==> config.mk <==
export PLATFORM = sky130hd
export DESIGN_NAME = note_freq_engine
export DESIGN_NICKNAME = d
export VERILOG_FILES = /design/src/rtl/note_freq_engine.sv
export SDC_FILE = /design/constraint.sdc
export NUM_CORES = 1
export LEC_CHECK = 0
export BUFFER_PORTS_ARGS = -buffer_cell sky130_fd_sc_hd__buf_2
export CAP_MARGIN = 20
export CELL_PAD_IN_SITES_DETAIL_PLACEMENT = 0
export CELL_PAD_IN_SITES_GLOBAL_PLACEMENT = 2
export CORE_AREA = 5 5 255 257
export DETAILED_ROUTE_END_ITERATION = 7
export DIE_AREA = 0 0 260 262
export PLACE_DENSITY = 0.8
export SYNTH_ARGS = -nofsm -noshare
export SYNTH_HDL_FRONTEND = slang
export SYNTH_SLANG_ARGS = --single-unit
==> constraint.sdc <==
create_clock -name clk -period 7.3 [get_ports clk]
set_input_delay 1.46 -clock clk [delete_from_list [all_inputs] [get_ports clk]]
set_output_delay 1.46 -clock clk [all_outputs]
set_load 0.005 [all_outputs]
==> src/rtl/note_freq_engine.sv <==
// Multi-channel note-to-frequency engine: octave-0 base ROM shifted by octave,
// per-channel target/current frequency with optional portamento stepping.
module note_freq_engine #(
   parameter int CHANNELS    = 4,
   parameter int FREQ_W      = 20,
   parameter int GLIDE_SHIFT = 3
) (
   input  logic                       clk,
   input  logic                       resetn,
   input  logic                       in_valid,
   output logic                       in_ready,
   input  logic [3:0]                 in_channel,
   input  logic [3:0]                 in_note,
   input  logic [2:0]                 in_octave,
   input  logic                       glide_en,
   input  logic                       glide_tick,
   output logic [CHANNELS*FREQ_W-1:0] freq_flat,
   output logic [CHANNELS-1:0]        settled,
   output logic                       done,
   output logic [3:0]                 done_channel,
   output logic                       done_err
);

   localparam logic [3:0] NOTE_OFF = 4'd15;

   function automatic logic [11:0] base_rom(input logic [3:0] note);
      logic [11:0] b;
      case (note)
         4'd0:    b = 12'd1635;
         4'd1:    b = 12'd1732;
         4'd2:    b = 12'd1835;
         4'd3:    b = 12'd1945;
         4'd4:    b = 12'd2060;
         4'd5:    b = 12'd2183;
         4'd6:    b = 12'd2312;
         4'd7:    b = 12'd2450;
         4'd8:    b = 12'd2596;
         4'd9:    b = 12'd2750;
         4'd10:   b = 12'd2914;
         4'd11:   b = 12'd3087;
         default: b = 12'd0;
      endcase
      return b;
   endfunction

   // step is never larger than the distance, so the result cannot overshoot
   function automatic logic [FREQ_W-1:0] glide_next(input logic [FREQ_W-1:0] cur,
                                                     input logic [FREQ_W-1:0] tgt);
      logic [FREQ_W-1:0] diff;
      logic [FREQ_W-1:0] step;
      diff = (tgt > cur) ? (tgt - cur) : (cur - tgt);
      step = diff >> GLIDE_SHIFT;
      if (step == '0) step = FREQ_W'(1);
      return (tgt > cur) ? (cur + step) : (cur - step);
   endfunction

   logic                ready_q;
   logic                s1_vld_q;
   logic                s1_err_q;
   logic [3:0]          s1_ch_q;
   logic [3:0]          s1_note_q;
   logic [2:0]          s1_oct_q;
   logic [11:0]         s1_rom_q;
   logic                done_q;
   logic                done_err_q;
   logic [3:0]          done_ch_q;
   logic [FREQ_W-1:0]   tgt_q [CHANNELS];
   logic [FREQ_W-1:0]   cur_q [CHANNELS];
   logic [FREQ_W-1:0]   tgt_d [CHANNELS];
   logic [FREQ_W-1:0]   cur_d [CHANNELS];
   logic                s0_fire;
   logic                s0_err;
   logic [FREQ_W-1:0]   s2_freq;

   assign s0_fire = in_valid & ready_q;
   assign s0_err  = (in_note inside {4'd12, 4'd13, 4'd14}) ||
                    ({1'b0, in_channel} >= 5'(CHANNELS));
   assign s2_freq = FREQ_W'(s1_rom_q) << s1_oct_q;

   // S2: channel write has priority over a glide step on the same channel
   always_comb begin
      for (int k = 0; k < CHANNELS; k++) begin
         tgt_d[k] = tgt_q[k];
         cur_d[k] = cur_q[k];
         if (s1_vld_q && !s1_err_q && (s1_ch_q == 4'(k))) begin
            if (s1_note_q == NOTE_OFF) begin
               tgt_d[k] = '0;
               cur_d[k] = '0;
            end else begin
               tgt_d[k] = s2_freq;
               if (!glide_en || (cur_q[k] == '0)) cur_d[k] = s2_freq;
            end
         end else if (glide_en && glide_tick && (cur_q[k] != tgt_q[k])) begin
            cur_d[k] = glide_next(cur_q[k], tgt_q[k]);
         end
      end
   end

   always_ff @(posedge clk) begin
      if (!resetn) begin
         ready_q    <= 1'b0;
         s1_vld_q   <= 1'b0;
         s1_err_q   <= 1'b0;
         s1_ch_q    <= '0;
         s1_note_q  <= '0;
         s1_oct_q   <= '0;
         s1_rom_q   <= '0;
         done_q     <= 1'b0;
         done_err_q <= 1'b0;
         done_ch_q  <= '0;
         for (int k = 0; k < CHANNELS; k++) begin
            tgt_q[k] <= '0;
            cur_q[k] <= '0;
         end
      end else begin
         ready_q  <= 1'b1;
         // S1: registered request and ROM lookup
         s1_vld_q <= s0_fire;
         if (s0_fire) begin
            s1_err_q  <= s0_err;
            s1_ch_q   <= in_channel;
            s1_note_q <= in_note;
            s1_oct_q  <= in_octave;
            s1_rom_q  <= base_rom(in_note);
         end
         done_q     <= s1_vld_q;
         done_err_q <= s1_vld_q & s1_err_q;
         if (s1_vld_q) done_ch_q <= s1_ch_q;
         for (int k = 0; k < CHANNELS; k++) begin
            tgt_q[k] <= tgt_d[k];
            cur_q[k] <= cur_d[k];
         end
      end
   end

   always_comb begin
      freq_flat = '0;
      settled   = '0;
      for (int k = 0; k < CHANNELS; k++) begin
         freq_flat[k*FREQ_W +: FREQ_W] = cur_q[k];
         settled[k]                    = (cur_q[k] == tgt_q[k]);
      end
   end

   assign in_ready     = ready_q;
   assign done         = done_q;
   assign done_err     = done_err_q;
   assign done_channel = done_ch_q;

endmodule

### Word-level counts from Yosys, hierarchy flattened

Memory sizes are Yosys's and may differ from the RTL's. A register that Yosys moved wholly into a read port is not among the register bits.
Index checks and enable logic that the tools add are counted.

| storage, ports and cells | value |
|---|---|
| register bits after elaboration | 20 |
| RAM bits | 160 |
| ROM bits | 192 |
| input bits | 16 |
| output and inout port bits | 91 |
| word-level logic and storage cells | 138 |
| memories kept | 3 |

| cells by class | value |
|---|---|
| $add $sub $neg | 16 |
| $lt $le $gt $ge | 5 |
| equal/unequal tests | 15 |
| shift-type cells | 1 |
| multiplexer cells | 51 |
| bitwise operators | 10 |
| reduce and logical (&&, ||, !) cells | 28 |

Memories:

| name | words | width | read ports | clocked after memory_dff | write ports | RTL line | text |
|---|---|---|---|---|---|---|---|
| (name not given) | 16 | 12 | 1 | 1 | 0 | 28 | `case (note)` |
| cur_q | 4 | 20 | 4 | 0 | 4 | 68 | `logic [FREQ_W-1:0] cur_q [CHANNELS];` |
| tgt_q | 4 | 20 | 4 | 0 | 4 | 67 | `logic [FREQ_W-1:0] tgt_q [CHANNELS];` |

Operators with widths:

| operator | number |
|---|---|
| two-way mux 20 bit | 45 |
| subtractor 20 bit | 12 |
| zero test 20 bit | 8 |
| adder 20 bit | 4 |
| equality test 20 bit | 4 |
| greater-than comparator 20 bit | 4 |
| inequality test 20 bit | 4 |
| two-way mux 17 bit | 4 |
| << shifter 12 x 3 -> 20 bit | 1 |
| equality test 4 bit, second input constant | 4 |
| logical AND 1 bit | 10 |
| equality test 4 x 2 -> 1 bit, second input constant | 2 |
| bitwise OR 1 bit | 8 |
| logical OR 1 bit | 5 |
| equality test 4 x 1 -> 1 bit, second input constant | 1 |
| greater-or-equal comparator 4 x 3 -> 1 bit, second input constant | 1 |
| zero test 4 bit | 1 |
| zero test 1 bit | 3 |
| nonzero test 3 bit | 1 |
| AND 1 bit | 2 |
| two-way mux 1 bit | 2 |

### Logic depth before layout (Yosys ltp)

Gate-level depths: netlist (run 1).
An unclocked memory read counts as a cell.

| logic depth | value |
|---|---|
| depth after elaboration | 12 |
| gate-level depth with buffers | 38 |
| gate-level depth less buffers | 35 |

### Least setup slack after synthesis (run 1)

Ideal clock, no wire load.

| timing path | value |
|---|---|
| kind | flip-flop to flip-flop |
| start | memory cur_q[1][1], in the netlist cur_q[0][21] |
| end | memory cur_q[1][18], in the netlist cur_q[0][38] |
| setup time | 0.133 ns |
| arrival time | 7.013 ns |
| required time | 7.167 ns |
| setup slack | 0.154 ns |
| stages on the path, launching flop included | 32 |
| buffers on the path | 0 |
| period minus slack after synthesis | 7.146 ns |
| cell sequence | dfxtp_1 -> inv_1 -> ha_1 -> nand2b_1 -> a21oi_1 -> o31ai_2 -> o21ai_4 -> a21o_1 -> xor2_1 -> or2_2 -> mux4_2 -> a2111oi_1 -> nand3b_1 -> nor2_1 -> nand3_1 -> and2_1 -> ha_1 -> a21oi_1 -> fa_1 -> a21o_1 -> a21oi_1 -> o21bai_1 -> a2111oi_0 -> o31a_1 -> a21oi_1 -> a21o_1 -> a21o_1 -> a2111oi_0 -> nor3_1 -> xor2_1 -> a211oi_1 -> a211oi_1 |

RTL lines:

| element | RTL line |
|---|---|
| start: declaration | 68 |

==> results of run 1 <==
==> area by class of cell <==
| class | count | area share |
|---|---|---|
| Multi-Input combinational cell | 2296 | 0.6399 |
| Inverter | 212 | 0.03274 |
| Clock buffer | 17 | 0.01734 |
| Tap cell | 846 | 0.04314 |
| Sequential cell | 188 | 0.1537 |
| Antenna cell | 1 | 0.0001020 |
| Timing Repair Buffer | 378 | 0.1065 |
| Clock inverter | 15 | 0.006629 |
==> through the flow <==
| step | utilization | setup TNS (ns) | setup WS, ns | cell area [sq um] | hold WS (ns) |
|---|---|---|---|---|---|
| after global routing | 0.3925 | -0.08977 | -0.08234 | 24530 | 0.4921 |
| after CTS | 0.3849 | 0 | 0.02764 | 24060 | 0.4721 |
| after global placement | 0.3749 | -0.4696 | -0.2046 | 23430 | 0.4539 |
| final | 0.3926 | 0 | 0.3307 | 24540 | 0.4768 |
| after detailed placement | 0.3749 | -0.4226 | -0.1902 | 23430 | 0.4611 |
| after floorplan | - | 0 | 0.1537 | 20400 | 0.4379 |
==> sequential cells by signal, summed over array words and instances (netlist names), 3 cells and up <==
register / count
s1_oct_q: 3
tgt_q: 76
s1_note_q: 4
cur_q: 80
done_channel: 4
s1_ch_q: 4
s1_rom_q: 12
==> worst paths after layout <==
check,end,slack (ns),cells after the start
worst max-delay path,cur_q[0][58],0.33,30
worst min-delay path,s1_note_q[1],0.48,2
worst max register to register,cur_q[0][58],0.33,30
worst min register to register,s1_note_q[1],0.48,2
==> cells by family after synthesis <==
family / synth area share
XOR/XNOR: 0.08239
AO/OA/AOI/OAI: 0.2711
multiplexers: 0.02675
AND/OR/NAND/NOR: 0.2172
buffers and inverters: 0.06748
flip-flops: 0.1845
adder cells (fa/ha/maj): 0.1505
==> layer usage <==
layer / part of all wire / global-route usage
met5: 0 / 0
met4: 0.023 / 0.05974
met3: 0.052 / 0.02767
met2: 0.44 / 0.3516
met1: 0.48 / 0.3073
==> Yosys cell counts, types with 29 or more instances <==
cell | count | share of area
a21o_1 | 71 | 0.026
a21oi_1 | 327 | 0.080
a31oi_1 | 48 | 0.015
clkbuf_1 | 109 | 0.020
dfxtp_1 | 188 | 0.18
ha_1 | 239 | 0.15
inv_1 | 207 | 0.038
mux2i_1 | 41 | 0.020
nand2_1 | 284 | 0.052
nand3_1 | 54 | 0.013
nor2_1 | 263 | 0.048
nor2b_1 | 33 | 0.010
nor3_1 | 53 | 0.013
nor4_1 | 31 | 0.0095
o21a_1 | 29 | 0.011
o21ai_0 | 182 | 0.045
xnor2_1 | 125 | 0.054
xor2_1 | 65 | 0.028
==> worst max-delay path: cells and delay by family (launching register included) <==
family                   cells  cell delay, ns
adder cells (fa/ha/maj)      3            0.99
flip-flops                   1            0.33
buffers and inverters        2            0.10
AO/OA/AOI/OAI               18            3.90
XOR/XNOR                     1            0.09
AND/OR/NAND/NOR              6            1.40
==> repair_timing <==
action,4_1_cts,5_1_grt
buffers inserted,0,7
hold buffers,0,0
gates cloned,0,0
pin swaps,2,30
endpoints found under the setup margin,4,21
gates resized for setup,9,109
==> results.ini, run 1 <==
[synth]
ys.flop_type = dfxtp_1
yosysWarnings = 0
synthCells = 2835
synthArstFlopShare = 0
ys_types = 101
ys_seq_elements = 188
synth-seq-area-share = 0.1845
synthesis.area_sq_mm = 0.02040
synth_edf_count = 0
synth_area_per_cell_sq_um = 7.194
syn_nets = 3094

[timing]
finClkSkew_ns = 0.01345
rsz0062_at_grt = yes
finalMaxSlewViolations = 0
period_needed_ns = 6.969
period_share = 0.9547
max_freq_ghz = 0.1435
worst_slew_pin_slew_ns = 1.076
final-setup-viol-count = 0
slew_headroom = 0.2810
hold_viol = 0

[finish]
synthToLayoutAreaGrowth_pct = 20.31
multi_input_area_sq_mm = 0.01570
final_common_cell = a21oi_1
final-instance-count-excl-fill = 3953
final_cell_mix = 309 x a21oi_1, 283 x nand2_1, 267 x buf_4
seq_area_sq_mm = 0.003771
fin_nets = 3352
drive_gt1_frac = 0.1829
nFillCells = 6526

[cts]
htree_levels = 4
cts_tree = yes
cts-root-buf = clkbuf_16
cts_buffer_depth = 2
cts_sinks = 188
clkSlewWorstSetupHoldPaths_ns = 0.08
numCtsBuffers = 17
insertion_delay_ns = 0.49

[outcome]
status = finished, final reports clean

[placed_design]
numPortBuffers = 106
dpl.hpwl_microns = 60820
gp_congestion = 0.9267
place_inst = 3912

[setup_path]
crit_path_top_delay_cell = or4_4
crit_path_max_incr_delay_ns = 0.53
reg2reg_from = cur_q[0][41]
crit_fanout = 4
crit_path_end_kind = flop
critPathKind = flop to flop
cp_data_required_time_ns = 7.64
crit_arrival_ns = 7.31
crit_path_start_kind = flop
startpoint = cur_q[0][41]
cpMostUsedCell = a21o_1

[grt]
grt_pass1_wl_microns = 117500
grt_overflow = 0
grt.total_usage = 0.2178
antenna_found_initial = 1
grt_pass1_vias = 20400
grt_max_degree = 73

[detailed_routing]
drc = 0
drtIter0Drc = 1543
wl_per_cell_microns = 19.54
avgViaCountPerCell = 5.440
drt-pass1-iter-count = 5
wl_microns = 77230
detail-route-antenna-nets = 0
vias = 21500

[worst_hold_path]
hp-start = s1_note_q[1]
hp-class = flop to flop

[die]
design.core.area_sq_mm = 0.06250
dieArea_sq_mm = 0.06812
ios = 107
die_x_microns = 260
num_rows = 92
start_util = 0.3263
die_y_microns = 262

[job]
cap_violations = 0

Power of run 1 is left out: the tool's default activity adds up to more than one toggle a clock period on the data nets, which glitch-free logic cannot reach.
==> run 2: changes to the inputs <==
--- a/config.mk
+++ b/config.mk
@@ -6,13 +6,12 @@
 export NUM_CORES = 1
 export LEC_CHECK = 0
 export BUFFER_PORTS_ARGS = -buffer_cell sky130_fd_sc_hd__buf_2
-export CAP_MARGIN = 20
 export CELL_PAD_IN_SITES_DETAIL_PLACEMENT = 0
 export CELL_PAD_IN_SITES_GLOBAL_PLACEMENT = 2
-export CORE_AREA = 5 5 255 257
+export CORE_AREA = 5 5 232 234
 export DETAILED_ROUTE_END_ITERATION = 7
-export DIE_AREA = 0 0 260 262
-export PLACE_DENSITY = 0.8
+export DIE_AREA = 0 0 237 239
+export PLACE_DENSITY = 0.91
 export SYNTH_ARGS = -nofsm -noshare
 export SYNTH_HDL_FRONTEND = slang
 export SYNTH_SLANG_ARGS = --single-unit
==> constraint.sdc (replaced) <==
create_clock -name clk -period 8.1 [get_ports clk]
set_input_delay 1.62 -clock clk [delete_from_list [all_inputs] [get_ports clk]]
set_output_delay 1.62 -clock clk [all_outputs]
set_load 0.005 [all_outputs]
==> run 2 against run 1 <==
Effect of this change:
- worst setup slack better by 0.060 ns
- critical path type unchanged
- routed wire length shrank 6.9%
- critical endpoint unchanged
- utilization up 4.3 points
==> results.ini, run 2 (synthesis results as in run 1) <==
[setup_path]
crit_arrival_ns = 8.04  ; +0.73 ns
crit_path_start_kind = flop
critPathKind = flop to flop
crit_path_max_incr_delay_ns = 0.59  ; +0.06 ns
crit_fanout = 7  ; +3
cp_data_required_time_ns = 8.43  ; +0.79 ns
crit_path_end_kind = flop
crit_path_top_delay_cell = or4_1

[cts]
cts-root-buf = clkbuf_16
cts_sinks = 188  ; unchanged
insertion_delay_ns = 0.48  ; about the same
numCtsBuffers = 17  ; unchanged
clkSlewWorstSetupHoldPaths_ns = 0.07  ; about the same
cts_buffer_depth = 2  ; unchanged
cts_tree = yes
htree_levels = 4  ; unchanged
hold_buffers = 0  ; unchanged

[grt]
grt_max_degree = 75  ; +2.7%
grt.total_usage = 0.2431  ; +0.02539
antenna_found_initial = 0  ; -1
grt_overflow = 0  ; unchanged
grt_pass1_vias = 19510  ; -4.4%
grt_pass1_wl_microns = 110700  ; -5.7%

[timing]
period_share = 0.9518  ; -0.002881
period_needed_ns = 7.710  ; +0.7404 ns
slew_headroom = 0.2256  ; -0.05541
finalMaxSlewViolations = 0  ; unchanged
final-setup-viol-count = 0  ; unchanged
hold_viol = 0  ; unchanged
tns_ns = 0  ; unchanged
worst_slew_pin_slew_ns = 1.160  ; +0.08360 ns
max_freq_ghz = 0.1297  ; -9.6%
hold_slack_ns = 0.4743  ; -0.002521 ns
finClkSkew_ns = 0.01650  ; +0.003052 ns

[die]
num_rows = 84  ; -8.7%
design.core.area_sq_mm = 0.05181  ; -17%
die_y_microns = 239  ; -8.8%
dieArea_sq_mm = 0.05664  ; -17%
die_x_microns = 237  ; -8.8%
start_util = 0.3936  ; +0.06732
ios = 107  ; unchanged

[job]
cap_violations = 0  ; unchanged

[finish]
drive_gt1_frac = 0.1111  ; -0.07180
final_cell_mix = 325 x a21oi_1, 284 x nand2_1, 263 x nor2_1
synthToLayoutAreaGrowth_pct = 10.66
multi_input_area_sq_mm = 0.01538  ; -2.1%
largest-register = cur_q
final-instance-count-excl-fill = 3605  ; -8.8%
seq_area_sq_mm = 0.003771  ; unchanged
reg.largest.list = cur_q (80), tgt_q (76), s1_rom_q (12)
largest_register_ffs = 80  ; unchanged
diodes = 0  ; -1
fin_nets = 3164  ; -5.6%
final_common_cell = a21oi_1
nFillCells = 5405  ; -17%

[detailed_routing]
wl_microns = 71920  ; -6.9%
drc = 0  ; unchanged
vias = 20830  ; -3.1%
drtIter0Drc = 1498  ; -2.9%
avgViaCountPerCell = 5.778  ; +6.2%
detail-route-antenna-nets = 0  ; unchanged
wl_per_cell_microns = 19.95  ; +2.1%
drt-pass1-iter-count = 6  ; +1

[outcome]
status = finished, final reports clean

[placed_design]
dpl.hpwl_microns = 55830  ; -8.2%
place_inst = 3570  ; -8.7%
numPortBuffers = 106  ; unchanged
gp_congestion = 0.9756  ; +5.3%

[worst_hold_path]
hp-class = flop to flop

## run 2: cell count changes in the layout (fill, tap and decap cells not counted), moves of 3 or more
cell and change:
nor2_1 +4, clkbuf_8 +3, ha_4 -7, o21ai_2 -5, o21ai_0 +17, buf_4 -185
inv_6 -4, nor2_2 -3, a21oi_1 +16, a21oi_2 -14, ha_1 +9, o21ai_1 -11
## run 2: worst max-delay path: cells and delay by family (launching register included)
| kind | cells | cell delay [ns] |
|---|---|---|
| AO/OA/AOI/OAI | 18 | 4.37 |
| XOR/XNOR | 1 | 0.08 |
| adder cells (fa/ha/maj) | 3 | 1.03 |
| buffers and inverters | 2 | 0.11 |
| flip-flops | 1 | 0.43 |
| AND/OR/NAND/NOR | 6 | 1.54 |
## run 2: path summary, 6_finish.rpt
path           startpoint            to  slack (ns)  cells past startpoint
max reg2reg  cur_q[0][41]  cur_q[0][58]        0.39                     30
max          cur_q[0][41]  cur_q[0][58]        0.39                     30
min          tgt_q[0][13]  tgt_q[0][13]        0.47                      2
min reg2reg  tgt_q[0][13]  tgt_q[0][13]        0.47                      2
## run 2: final cells by class
class | instances | share of cell area
Tap cell | 688 | 0.03814
Inverter | 212 | 0.03570
Clock buffer | 21 | 0.02084
Sequential cell | 188 | 0.1671
Timing Repair Buffer | 190 | 0.05178
Clock inverter | 10 | 0.005100
Multi-Input combinational cell | 2296 | 0.6813
## run 2: layer usage
layer  routed length [microns]  vias up  global-route usage
met5                         0        -                   0
met4                      2310        0             0.08414
met3                      3844      114             0.03357
met2                     31830      633              0.3882
met1                     33930     9885              0.3380
li1                          -    10200                   -
## run 2: stage by stage
step	util	worst slack, ns	area [sq um]
6_report	0.4356	0.3903	22570
5_1_grt	0.4356	-0.01167	22570
4_1_cts	0.4325	0.08117	22410
3_5_place_dp	0.4212	0.1511	21820
3_3_place_gp	0.4212	0.1926	21820
2_1_floorplan	-	0.9537	20400
## run 2: what timing repair did
item	CTS	global route
hold endpoints to repair	0	0
resized for setup	0	39
setup buffers	0	4
endpoints found under the setup margin	0	12
Power of run 2 is left out for the same reason.
